<file path="src/rtl/bsmodred.sv">
// rtl/bsmodred.sv - bit-serial modular reducer: LSB-first ILEN-bit frame in, (X mod MOD) out LSB-first.
// Optional frame-error pulse output enabled by macro BSMODRED_FERR_EN.
module bsmodred #(
  parameter int ILEN = 10,
  parameter int OLEN = 5,
  parameter int MOD  = 29
) (
  input  logic clk,
  input  logic reset,
  input  logic i,
  input  logic isync,
  output logic q,
  output logic osync
`ifdef BSMODRED_FERR_EN
  ,output logic ferr
`endif
);

  localparam int KW = $clog2(ILEN + 1);
  localparam int CW = (OLEN > 1) ? $clog2(OLEN) : 1;
  localparam logic [OLEN:0]   MOD_W = (OLEN + 1)'(MOD);
  localparam logic [OLEN-1:0] MOD_O = OLEN'(MOD);

  typedef enum logic {IDLE, ACC} state_t;

  state_t          state_q, state_d;
  logic [OLEN-1:0] r_q, r_d, w_q, w_d, sh_q, sh_d;
  logic [KW-1:0]   k_q, k_d;
  logic [CW-1:0]   cnt_q, cnt_d;
  logic            q_q, q_d, osync_q, osync_d;

  logic            acc, last;
  logic [OLEN-1:0] r_base, w_base, r_new, w_new;
  logic [KW-1:0]   k_base;
  logic [OLEN:0]   sum, dbl;

  // An isync restarts from the reset-like base (r=0, w=1, k=0) so the same
  // add/double step produces r = i and w = 2 mod MOD for bit 0.
  always_comb begin
    acc    = isync || (state_q == ACC);
    r_base = isync ? '0 : r_q;
    w_base = isync ? OLEN'(1) : w_q;
    k_base = isync ? '0 : k_q;
    sum    = {1'b0, r_base} + (i ? {1'b0, w_base} : '0);
    dbl    = {w_base, 1'b0};
    r_new  = (sum >= MOD_W) ? (sum[OLEN-1:0] - MOD_O) : sum[OLEN-1:0];
    w_new  = (dbl >= MOD_W) ? (dbl[OLEN-1:0] - MOD_O) : dbl[OLEN-1:0];
    last   = acc && (k_base == KW'(ILEN - 1));
    r_d    = r_q;
    w_d    = w_q;
    k_d    = k_q;
    if (last) begin
      r_d = '0;
      w_d = OLEN'(1);
      k_d = '0;
    end else if (acc) begin
      r_d = r_new;
      w_d = w_new;
      k_d = k_base + KW'(1);
    end
  end

  always_ff @(posedge clk) begin
    if (reset) state_q <= IDLE;
    else       state_q <= state_d;
  end

  always_comb begin
    state_d = state_q;
    if (last)     state_d = IDLE;
    else if (acc) state_d = ACC;
  end

  // Output shifter runs independently so frame N drains while N+1 accumulates.
  always_comb begin
    q_d     = 1'b0;
    osync_d = 1'b0;
    sh_d    = sh_q;
    cnt_d   = cnt_q;
    if (last) begin
      q_d     = r_new[0];
      osync_d = 1'b1;
      sh_d    = r_new >> 1;
      cnt_d   = CW'(OLEN - 1);
    end else if (cnt_q != '0) begin
      q_d   = sh_q[0];
      sh_d  = sh_q >> 1;
      cnt_d = cnt_q - CW'(1);
    end
  end

  always_ff @(posedge clk) begin
    if (reset) begin
      r_q     <= '0;
      w_q     <= OLEN'(1);
      k_q     <= '0;
      sh_q    <= '0;
      cnt_q   <= '0;
      q_q     <= 1'b0;
      osync_q <= 1'b0;
    end else begin
      r_q     <= r_d;
      w_q     <= w_d;
      k_q     <= k_d;
      sh_q    <= sh_d;
      cnt_q   <= cnt_d;
      q_q     <= q_d;
      osync_q <= osync_d;
    end
  end

  assign q     = q_q;
  assign osync = osync_q;

`ifdef BSMODRED_FERR_EN
  logic ferr_q;

  always_ff @(posedge clk) begin
    if (reset) ferr_q <= 1'b0;
    else       ferr_q <= isync && (state_q == ACC);
  end

  assign ferr = ferr_q;
`endif

endmodule

</file>
<file path="config.mk">
export PLATFORM = sky130hd
export DESIGN_NAME = bsmodred
export DESIGN_NICKNAME = d
export VERILOG_FILES = /design/src/rtl/bsmodred.sv
export SDC_FILE = /design/constraint.sdc
export NUM_CORES = 1
export LEC_CHECK = 0
export ABC_CLOCK_PERIOD_IN_PS = 5000
export CORE_ASPECT_RATIO = 1.25
export CORE_MARGIN = 2
export CORE_UTILIZATION = 35
export CTS_BUF_LIST = sky130_fd_sc_hd__clkbuf_16
export DETAILED_ROUTE_END_ITERATION = 10
export PLACE_DENSITY_LB_ADDON = 0.25
export SKIP_LAST_GASP = 1
export SLEW_MARGIN = 20
export SYNTH_ARGS = -nofsm -noshare
export SYNTH_HDL_FRONTEND = slang
export SYNTH_SLANG_ARGS = --single-unit
</file>
<file path="constraint.sdc">
create_clock -name clk -period 5 [get_ports clk]
set_input_delay 1 -clock clk [delete_from_list [all_inputs] [get_ports clk]]
set_output_delay 1 -clock clk [all_outputs]
set_load 0.05 [all_outputs]
</file>
[After elaboration in Yosys (flattened, before gate mapping)]
Cells that the tools add are included.
Storage, ports and cells
  flip-flop bits (word level): 24
  input bits: 4
  output and inout port bits: 2
  word-level logic and storage cells: 35
Cells by class
  $add $sub $neg: 5
  order comparisons: 2
  eq/ne operators: 1
  multiplexer cells: 13
  reductions and logical operators: 5
Operators with widths (count)
  $mux W5: 5
  $ge A6 B5 Y1 const B: 2
  $mux W4: 3
  $sub A5 B5 Y5 const B: 2
  $add A5 B5 Y6: 1
  $mux W3: 2
  $add A4 B1 Y4 const B: 1
  $eq A4 B4 Y1 const B: 1
  $mux W1: 3
  $reduce_bool A3 Y1: 1
  $sub A3 B1 Y3 const B: 1
  $reduce_bool A2 Y1: 1
  $reduce_or A2 Y1: 1
  $logic_and A1 B1 Y1: 1
  $logic_or A1 B1 Y1: 1

[Longest topological paths before layout]
Gate-level depths: netlist (run 1).
  depth after elaboration: 6
  depth in mapped cells: 12

[Least setup slack after synthesis (run 1)]
OpenSTA, ideal clock, no wires.
  path type: in2reg
  from: in isync
  to: reg sh_q[0]
  setup time: 0.124 ns
  data arrival time: 3.370 ns
  data required time: 4.876 ns
  slack: 1.506 ns
  stages: 11
  path buffers: 1
  cell sequence: clkbuf_1 -> or2_2 -> and2_1 -> ha_1 -> inv_1 -> fa_1 -> ha_1 -> or2b_2 -> a41oi_4 -> mux2i_1 -> o22ai_1
On the way
  cells in the longest elaborated chain, start to end: 6
  elaborated cells on any way between the ends: 13
  those cells by class: add/sub (2); order compare (1); eq/ne (1); mux (6); reduce/logical (3)
RTL lines
  start, declared: RTL line 11  | input logic isync,
  $mux W5: RTL line 42  | w_base = isync ? OLEN'(1) : w_q;
  $mux W5: RTL line 44  | sum = {1'b0, r_base} + (i ? {1'b0, w_base} : '0);
  $add A5 B5 Y6: RTL line 44
  $sub A5 B5 Y5 / $ge A6 B5 Y1 (equally long branches): RTL line 46  | r_new = (sum >= MOD_W) ? (sum[OLEN-1:0] - MOD_O) : sum[OLEN-1:0];
  $mux W5: RTL line 46
  $mux W4: RTL line 80  | if (last) begin
  end signal, assigned: RTL line 97  | sh_q <= '0;
  end signal, assigned: RTL line 105  | sh_q <= sh_d;
  end, declared: RTL line 27  | logic [OLEN-1:0] r_q, r_d, w_q, w_d, sh_q, sh_d;
Several ways; a longest one is shown, not always the timed one.
A chain may end at the register's enable or synchronous reset.

[Final worst setup path (run 1)]
Same ends and word-level chain as after synthesis.

==> results.md, run 1 <==
- The row count is 26.
- After synthesis, the cell types taking the most area are sky130_fd_sc_hd__dfxtp_1 (33%), sky130_fd_sc_hd__ha_1 (10%), sky130_fd_sc_hd__nor2_1 (5.6%).
- Summing over every cut layer, the via total after detailed routing is 1142.
- The first global-routing pass estimated 5.17 mm of wire.
- The initial antenna violation count came to 0.
- The post-detailed-route wirelength per cell is 12.5 µm.
- The largest net degree at the start of global routing is 21.
- Once placement finished, the instance area stood at 1550 µm².
- Synthesis handed over a netlist of 173 instances.
- The class of the tightest hold or removal check is reg2reg.
- After routing the design area is 1660 µm².
- The cell type with the highest aggregate area in the netlist is sky130_fd_sc_hd__dfxtp_1.
- The CTS root buffer is sky130_fd_sc_hd__clkbuf_16.
- The required time at the endpoint of the critical path is 5120 ps.
- The Yosys step of the flow raised 0 warnings.
- The flip-flop cell with the highest count after synthesis is sky130_fd_sc_hd__dfxtp_1.
- The length of the first detailed-routing pass in iterations is 4.
- Of all nets on the critical path, the largest fanout is 20.
- The CTS buffer count is 3.
- The number of clock sinks is 24.
- For this run the aggregate overflow at the end of global routing stands at 0.
- A synthesized cell averages 8.48 µm².
- The fraction of layout cells with a size suffix above 1 is 6.32%.
- The sequential cell area in the final layout is 480 µm².
- Setup violations remaining at the end of the flow were counted as 0.
- Ranked by instance count, the synthesized netlist is headed by sky130_fd_sc_hd__dfxtp_1 (24), sky130_fd_sc_hd__nor2_1 (22), sky130_fd_sc_hd__a21oi_1 (13).
- The number of antenna-violating nets in the routed design is 0.
- CTS built an H-tree with a depth of 1.
- In the post-synthesis netlist, the cell with the most instances is sky130_fd_sc_hd__dfxtp_1.
- The clock input transition at the sequential cells of the worst setup and hold paths is 60 ps.
- The congestion estimate from routability-driven global placement came to 0.803.
- The number of different library cells used by synthesis comes to 37.
- The total wirelength of the detailed-routed design is 2.88 mm.
- The floorplan die area is 4730 µm².
- The number of fillers in the final layout is 430.
- The count of maximum capacitance violations is 0.
- The number of flops mapped to enable cells by yosys is 0.
- The power density normalized to cell area is 343 nW/µm².
- The setup slack of the worst register-to-register path is 2070 ps.
- The post-layout total power is 0.568 mW.
- The final antenna diode count is 0.
- The fraction of the cycle the final worst path needs is 83.3%.
- The total setup buffers inserted after CTS is 0.
- The post-synth net total is 190.
- The largest clock skew in the final design is 4.29 ps.
- No sink is reached through more buffers than the 2 on the longest clock path.
- Summed over its instances, the top area cell type makes up 32.8% of the synthesized netlist area.
- The worst setup path is captured at a flop.
- For this design the static power due to leakage is 0.673 nW.
- Global routing used 14.0% of the available tracks across all layers.
- The later-pin clock latency in the skew report is 250 ps.
- The core region is 4070 µm².
- For this run, the register share of the synthesized area comes to 32.8%.
- The height of the die is 76.4 µm.
- The worst path in the final design needs a cycle of 4160 ps, including I/O delays and setup.
- The final max-slew violation count is 0.
- TritonCTS built the clock tree.
- The port buffer count is 5.
- The top-level port count is 6.
- In the final design database the tool counted 192 nets.
- Adding up every negative setup slack in the final design gives 0 ps.
- Once detailed placement completed, the half-perimeter wirelength came to 2.29 mm.
- Based on the critical path, the design can be clocked at up to 240 MHz.
- The detailed router's first-iteration violation count is 54.
- The die is 61.9 µm wide.
- The number of global-route vias before repair is 1168.
- The count of final hold-check violations is 0.
- The maximum ir drop on the vdd rail is 0.000186 V.
- Hold timing on the final database bottoms out at a slack of 505 ps.
- For this design, the CTS-stage hold fixing added 0 buffers.
- The relative slew slack is 59.5%.
- The flow ran to the end, and the final reports show no timing, DRC or antenna violations.
- Setup repair after global routing left no endpoint under its margin.
- In this run, post-CTS repair resized a total of 0 instances.
- At the pin with the least slew margin, the transition time is 603 ps.
- The initial utilization of the core area, before any placement, comes to 36.1%.
- The total standard cell area after synthesis is 1470 µm².
- The layout-stage area growth over the synthesis result is 13.1%.
- Using the TritonRoute via totals, the vias-per-cell ratio works out to 4.97.
- The critical path arrival is 4280 ps.
- The critical path is of the in2reg type.
- STA classifies the critical path startpoint as an input port.
- Counting flops with an async set or reset pin after synthesis yields a share of 0%.
- The number of design rule violations left after detail routing is 0.
- In the final layout, the multi-input gates occupy 912 µm².
- The register bit total from synthesis is 24.
-- stage by stage --
stage / std cells / util (%) / worst slack, ps
after floorplan: 173 / - / 1510
after global placement: 226 / 38.2 / 584
after detailed placement: 226 / 38.2 / 523
after CTS: 230 / 40.8 / 798
after global routing: 230 / 40.8 / 615
final: 230 / 40.8 / 835
-- layout by cell type (no fill, tap or decap), drive strengths merged, types with 2 or more instances in the layout --
cell type and n:
dfxtp 24, nor2 22, a21oi 13, ha 12, inv 11, nor2b 10
nand2b 7, xnor2 7, nand2 6, o21ai 6, mux2i 6, and2 5
clkdlybuf4s50 5, or2 3, xor2 3, a21o 3, nor3 3, nand3 3
a211oi 3, clkbuf 3, o211ai 2, o22ai 2, a41oi 2
-- logic make-up after synthesis --
logic type	share of synthesized area [%]
buffers and inverters	5.03
AND/OR/NAND/NOR	23.0
AO/OA/AOI/OAI	17.6
XOR/XNOR	5.97
flip-flops	32.8
adder cells (fa/ha/maj)	11.6
multiplexers	4.10
-- cell type report --
cell class / instances / share of cell area (%)
clock inverter: 1 / 1.81
multi-input combinational: 130 / 55.0
timing repair buffer: 5 / 3.02
clock buffer: 3 / 4.52
tap: 56 / 4.22
sequential: 24 / 29.0
inverter: 11 / 2.49
-- registers in the layout (all words and copies together) (netlist names) --
signal,flops
cnt_q,3
k_q,4
osync,1
q,1
r_q,5
sh_q,4
state_q,1
w_q,5
-- critical path: stages --
cell and delay [ps]:
sky130_fd_sc_hd__clkdlybuf4s50_1 720, sky130_fd_sc_hd__or2_2 440, sky130_fd_sc_hd__and2_1 160, sky130_fd_sc_hd__ha_1 190
sky130_fd_sc_hd__inv_1 70, sky130_fd_sc_hd__fa_1 450, sky130_fd_sc_hd__ha_1 220, sky130_fd_sc_hd__or2b_2 320
sky130_fd_sc_hd__a41oi_4 250, sky130_fd_sc_hd__mux2i_1 320, sky130_fd_sc_hd__o22ai_1 130
-- power breakdown --
group	leakage [nW]	internal (mW)	total [mW]	switching (mW)
clock network	0.0511	0.159	0.226	0.0672
logic	0.425	0.0524	0.121	0.0687
registers	0.197	0.209	0.221	0.0122
-- per-layer routing --
metal	vias up	wire (µm)	GRT usage [%]
met4	0	17	2.55
met3	2	80	3.06
li1	594	-	-
met5	-	0	0
met1	536	1290	17.5
met2	10	1500	24.1
-- worst paths after layout --
| check | start | end | cells past startpoint |
|---|---|---|---|
| max | isync | sh_q[0] | 11 |
| min reg2reg | sh_q[3] | sh_q[3] | 2 |
| max reg2reg | w_q[0] | sh_q[0] | 10 |
| min | sh_q[3] | sh_q[3] | 2 |
Note: power is estimated with default switching activity, not from simulation.
==> run 2: changes to the inputs <==
--- a/config.mk
+++ b/config.mk
@@ -5,7 +5,7 @@
 export SDC_FILE = /design/constraint.sdc
 export NUM_CORES = 1
 export LEC_CHECK = 0
-export ABC_CLOCK_PERIOD_IN_PS = 5000
+export ABC_CLOCK_PERIOD_IN_PS = 3490
 export CORE_ASPECT_RATIO = 1.25
 export CORE_MARGIN = 2
 export CORE_UTILIZATION = 35
==> constraint.sdc (replaced) <==
create_clock -name clk -period 3.49 [get_ports clk]
set_input_delay 0.698 -clock clk [delete_from_list [all_inputs] [get_ports clk]]
set_output_delay 0.698 -clock clk [all_outputs]
set_load 0.05 [all_outputs]
==> run 2 against run 1 <==
  * Flip-flop and latch count unchanged
  * Via count up 1.8%
  * Clock power up 6%
  * Utilization up 1.3 points
  * Worst hold slack worse by 2.0 ps
  * Routed wire length up 1.1%
  * Highest routed layer unchanged
  * Total power up 30%
  * Non-clock buffer count up 11
  * Register-to-register slack worse by 1400 ps
  * Global-route usage down 0.13 points
  * Clock skew down 2.9 ps
  * Combinational power up 50%
==> results.md, run 2 (synthesized netlist as in run 1, its figures left out) <==
- The flow ran to the end, and the final reports show no timing, DRC or antenna violations.
- The endpoint of the most critical register-to-register path is sh_q[0].
- The post-layout total power is 0.737 mW.
- The post-detailed-route wirelength per cell is 12.1 µm.
- The critical path launch point type is an input port.
- The half-perimeter wire length after placement is 2.26 mm.
- The cell sitting at the root of the clock tree is a sky130_fd_sc_hd__clkbuf_16.
- Row generation in the floorplan step produced 26 rows.
- The core area is 4070 µm².
- Entering global routing, the biggest net connects 20 pins.
- The worst register-to-register path begins at w_q[0].
- In this run the tightest slew margin relative to its limit is 64.5%.
- Counting tap cells, the placed design contains a total of 237 instances.
- The worst hold path passes through 2 cells.
- The clock input transition at the sequential cells of the worst setup and hold paths is 60 ps.
- The final max-slew violation count was 0.
- The path class of the tightest hold or removal check is reg2reg.
- The maximum cell stage delay along the critical path is 450 ps.
- The number of hold buffers added after cts is 0.
- The leftover overflow at the end of global routing is 0.
- The top-level port count is 6.
- The clock tree from TritonCTS is built.
- In this run the power density over the cells is 430 nW/µm².
- The count of final hold-check violations is 0.
- In the layout the commonest cells are sky130_fd_sc_hd__dfxtp_1 (24), sky130_fd_sc_hd__nor2_1 (22), sky130_fd_sc_hd__a21oi_1 (13).
- The starting utilization of the core area is 36.1%.
- The leading cell type in the layout, fill and taps excluded is sky130_fd_sc_hd__dfxtp_1.
- For the pin with the worst max-slew slack, the measured transition is 529 ps.
- The initial antenna violation count is 0.
- The first global-routing pass estimated 5.12 mm of wire.
- Post-CTS repair changed the size of 0 cells.
- The number of clock sinks is 24.
- For this design the static power due to leakage is 0.712 nW.
- The port buffer count is 5.
- The post-layout instance count excluding filler cells is 240.
- The post-route netlist has 11.4% of its cells at a drive strength greater than 1.
- The cell count of the worst reg-to-reg path is 10.
- For flop-to-flop paths, the worst setup slack is 660 ps.
- The height of the die is 76.4 µm.
- In this design, the largest share of critical-path delay is due to adder cells.
- The required time at the endpoint of the critical path is 3620 ps.
- Across all hold checks on the routed design, the worst slack comes to 503 ps.
- The achievable clock frequency is 303 MHz.
- Among all stages on the critical path, the largest delay is contributed by sky130_fd_sc_hd__fa_1.
- The capture endpoint of the worst hold path is sh_q[3].
- Along the worst path, the maximum fanout reaches 3.
- The number of clock buffers added by TritonCTS is 3.
- The number of global-route vias before repair is 1155.
- Setup violations remaining at the end of the flow were counted as 0.
- The number of buffers and inverters on the critical path is 2.
- The layout-stage area growth over the synthesis result is 16.7%.
- The maximum number of buffers from clock root to sink is 2.
- The number of antenna-violating nets in the routed design is 0.
- In this run the number of H-tree levels came out at 1.
- The sequential cell area in the final layout is 480 µm².
- The via count normalized by instance count is 4.84.
- The most numerous cell type found on the critical path is sky130_fd_sc_hd__ha_1.
- The start-to-end type of the worst setup path is in2reg.
- The via count is 1162.
- The net count of the finished layout is 203.
- The sum of negative setup slack is 0 ps.
- The repair_antennas step left the layout with diodes totalling 0.
- The clock period minus worst slack is 3300 ps.
- The die boundary width is 61.9 µm.
- The count of maximum capacitance violations is 0.
- Data arrives at the worst endpoint at 3430 ps.
- The multi-input combinational cells in the finished layout cover a total of 912 µm².
- The largest registers in the layout are r_q: 5 flops, w_q: 5 flops.
- The clock reaches the later pin of the worst-skew pair after 250 ps.
- Walking the worst path, the cells encountered are clkdlybuf4s50_1 -> or2_2 -> and2_1 -> ha_1 -> inv_1 -> fa_1 -> ha_1 -> or2b_2 -> a41oi_4 -> mux2i_1 -> o22ai_1.
- Post-CTS timing repair inserted 0 buffers for setup.
- In the routed design, unresolved DRC markers number 0.
- The critical path endpoint category is a flop.
- The total wirelength of the detailed-routed design is 2.91 mm.
- In this run the most critical hold path is launched from sh_q[3].
- The detailed router's first-iteration violation count is 33.
- The layout has 411 filler cells.
- The fraction of the cycle the final worst path needs is 94.6%.
- VDD sags by at most 0.000179 V.
- The clock arrives with 1.42 ps of skew.
- The global router's overall resource usage is 13.9%.
- At the end of routability-driven placement, the weighted congestion stood at 0.838.
- The length of the first detailed-routing pass in iterations is 4.
- Setup repair after global routing left no endpoint under its margin.
- The floorplan die area is 4730 µm².
- Cells fill 42.1% of the core in the end.
run 2: where the power goes:
part | internal (mW) | switching (mW)
clock network | 0.151 | 0.0887
registers | 0.299 | 0.0169
logic | 0.0837 | 0.0968
run 2: final cells by class:
cell class / instances / area share [%]
Clock buffer: 3 / 4.39
Inverter: 11 / 2.41
Multi-Input combinational cell: 130 / 53.3
Sequential cell: 24 / 28.1
Tap cell: 56 / 4.09
Timing Repair Buffer: 16 / 7.75
run 2: metal layers:
metal	GRT usage (%)	share of wire (%)	routed length, µm	vias up
li1	-	-	-	615
met5	0	0	0	-
met2	22.5	49	1430	12
met4	4.26	1.1	32	0
met1	18.4	48	1410	531
met3	2.21	1.7	49	4
run 2: per-stage QoR:
stage / cell area, µm² / setup slack, ps
CTS: 1710 / 204
global route: 1710 / 44.5
floorplan: 1470 / 298
global placement: 1640 / -30.8
detailed placement: 1640 / -64.0
finish: 1710 / 190
run 2: how the worst max path moves through the flow:
stage	startpoint	end	slack (ps)	cells past startpoint
floorplan	isync	sh_q[0]	300	11
global placement	isync	sh_q[0]	-30	11
detailed placement	isync	sh_q[0]	-60	11
CTS	isync	sh_q[0]	200	11
global route	isync	sh_q[0]	40	11
finish	isync	sh_q[0]	190	11
run 2: tightest hold or removal path, stage by stage, from the launching register on:
cell and delay (ps):
sky130_fd_sc_hd__dfxtp_1 310, sky130_fd_sc_hd__inv_1 50, sky130_fd_sc_hd__o32ai_1 90
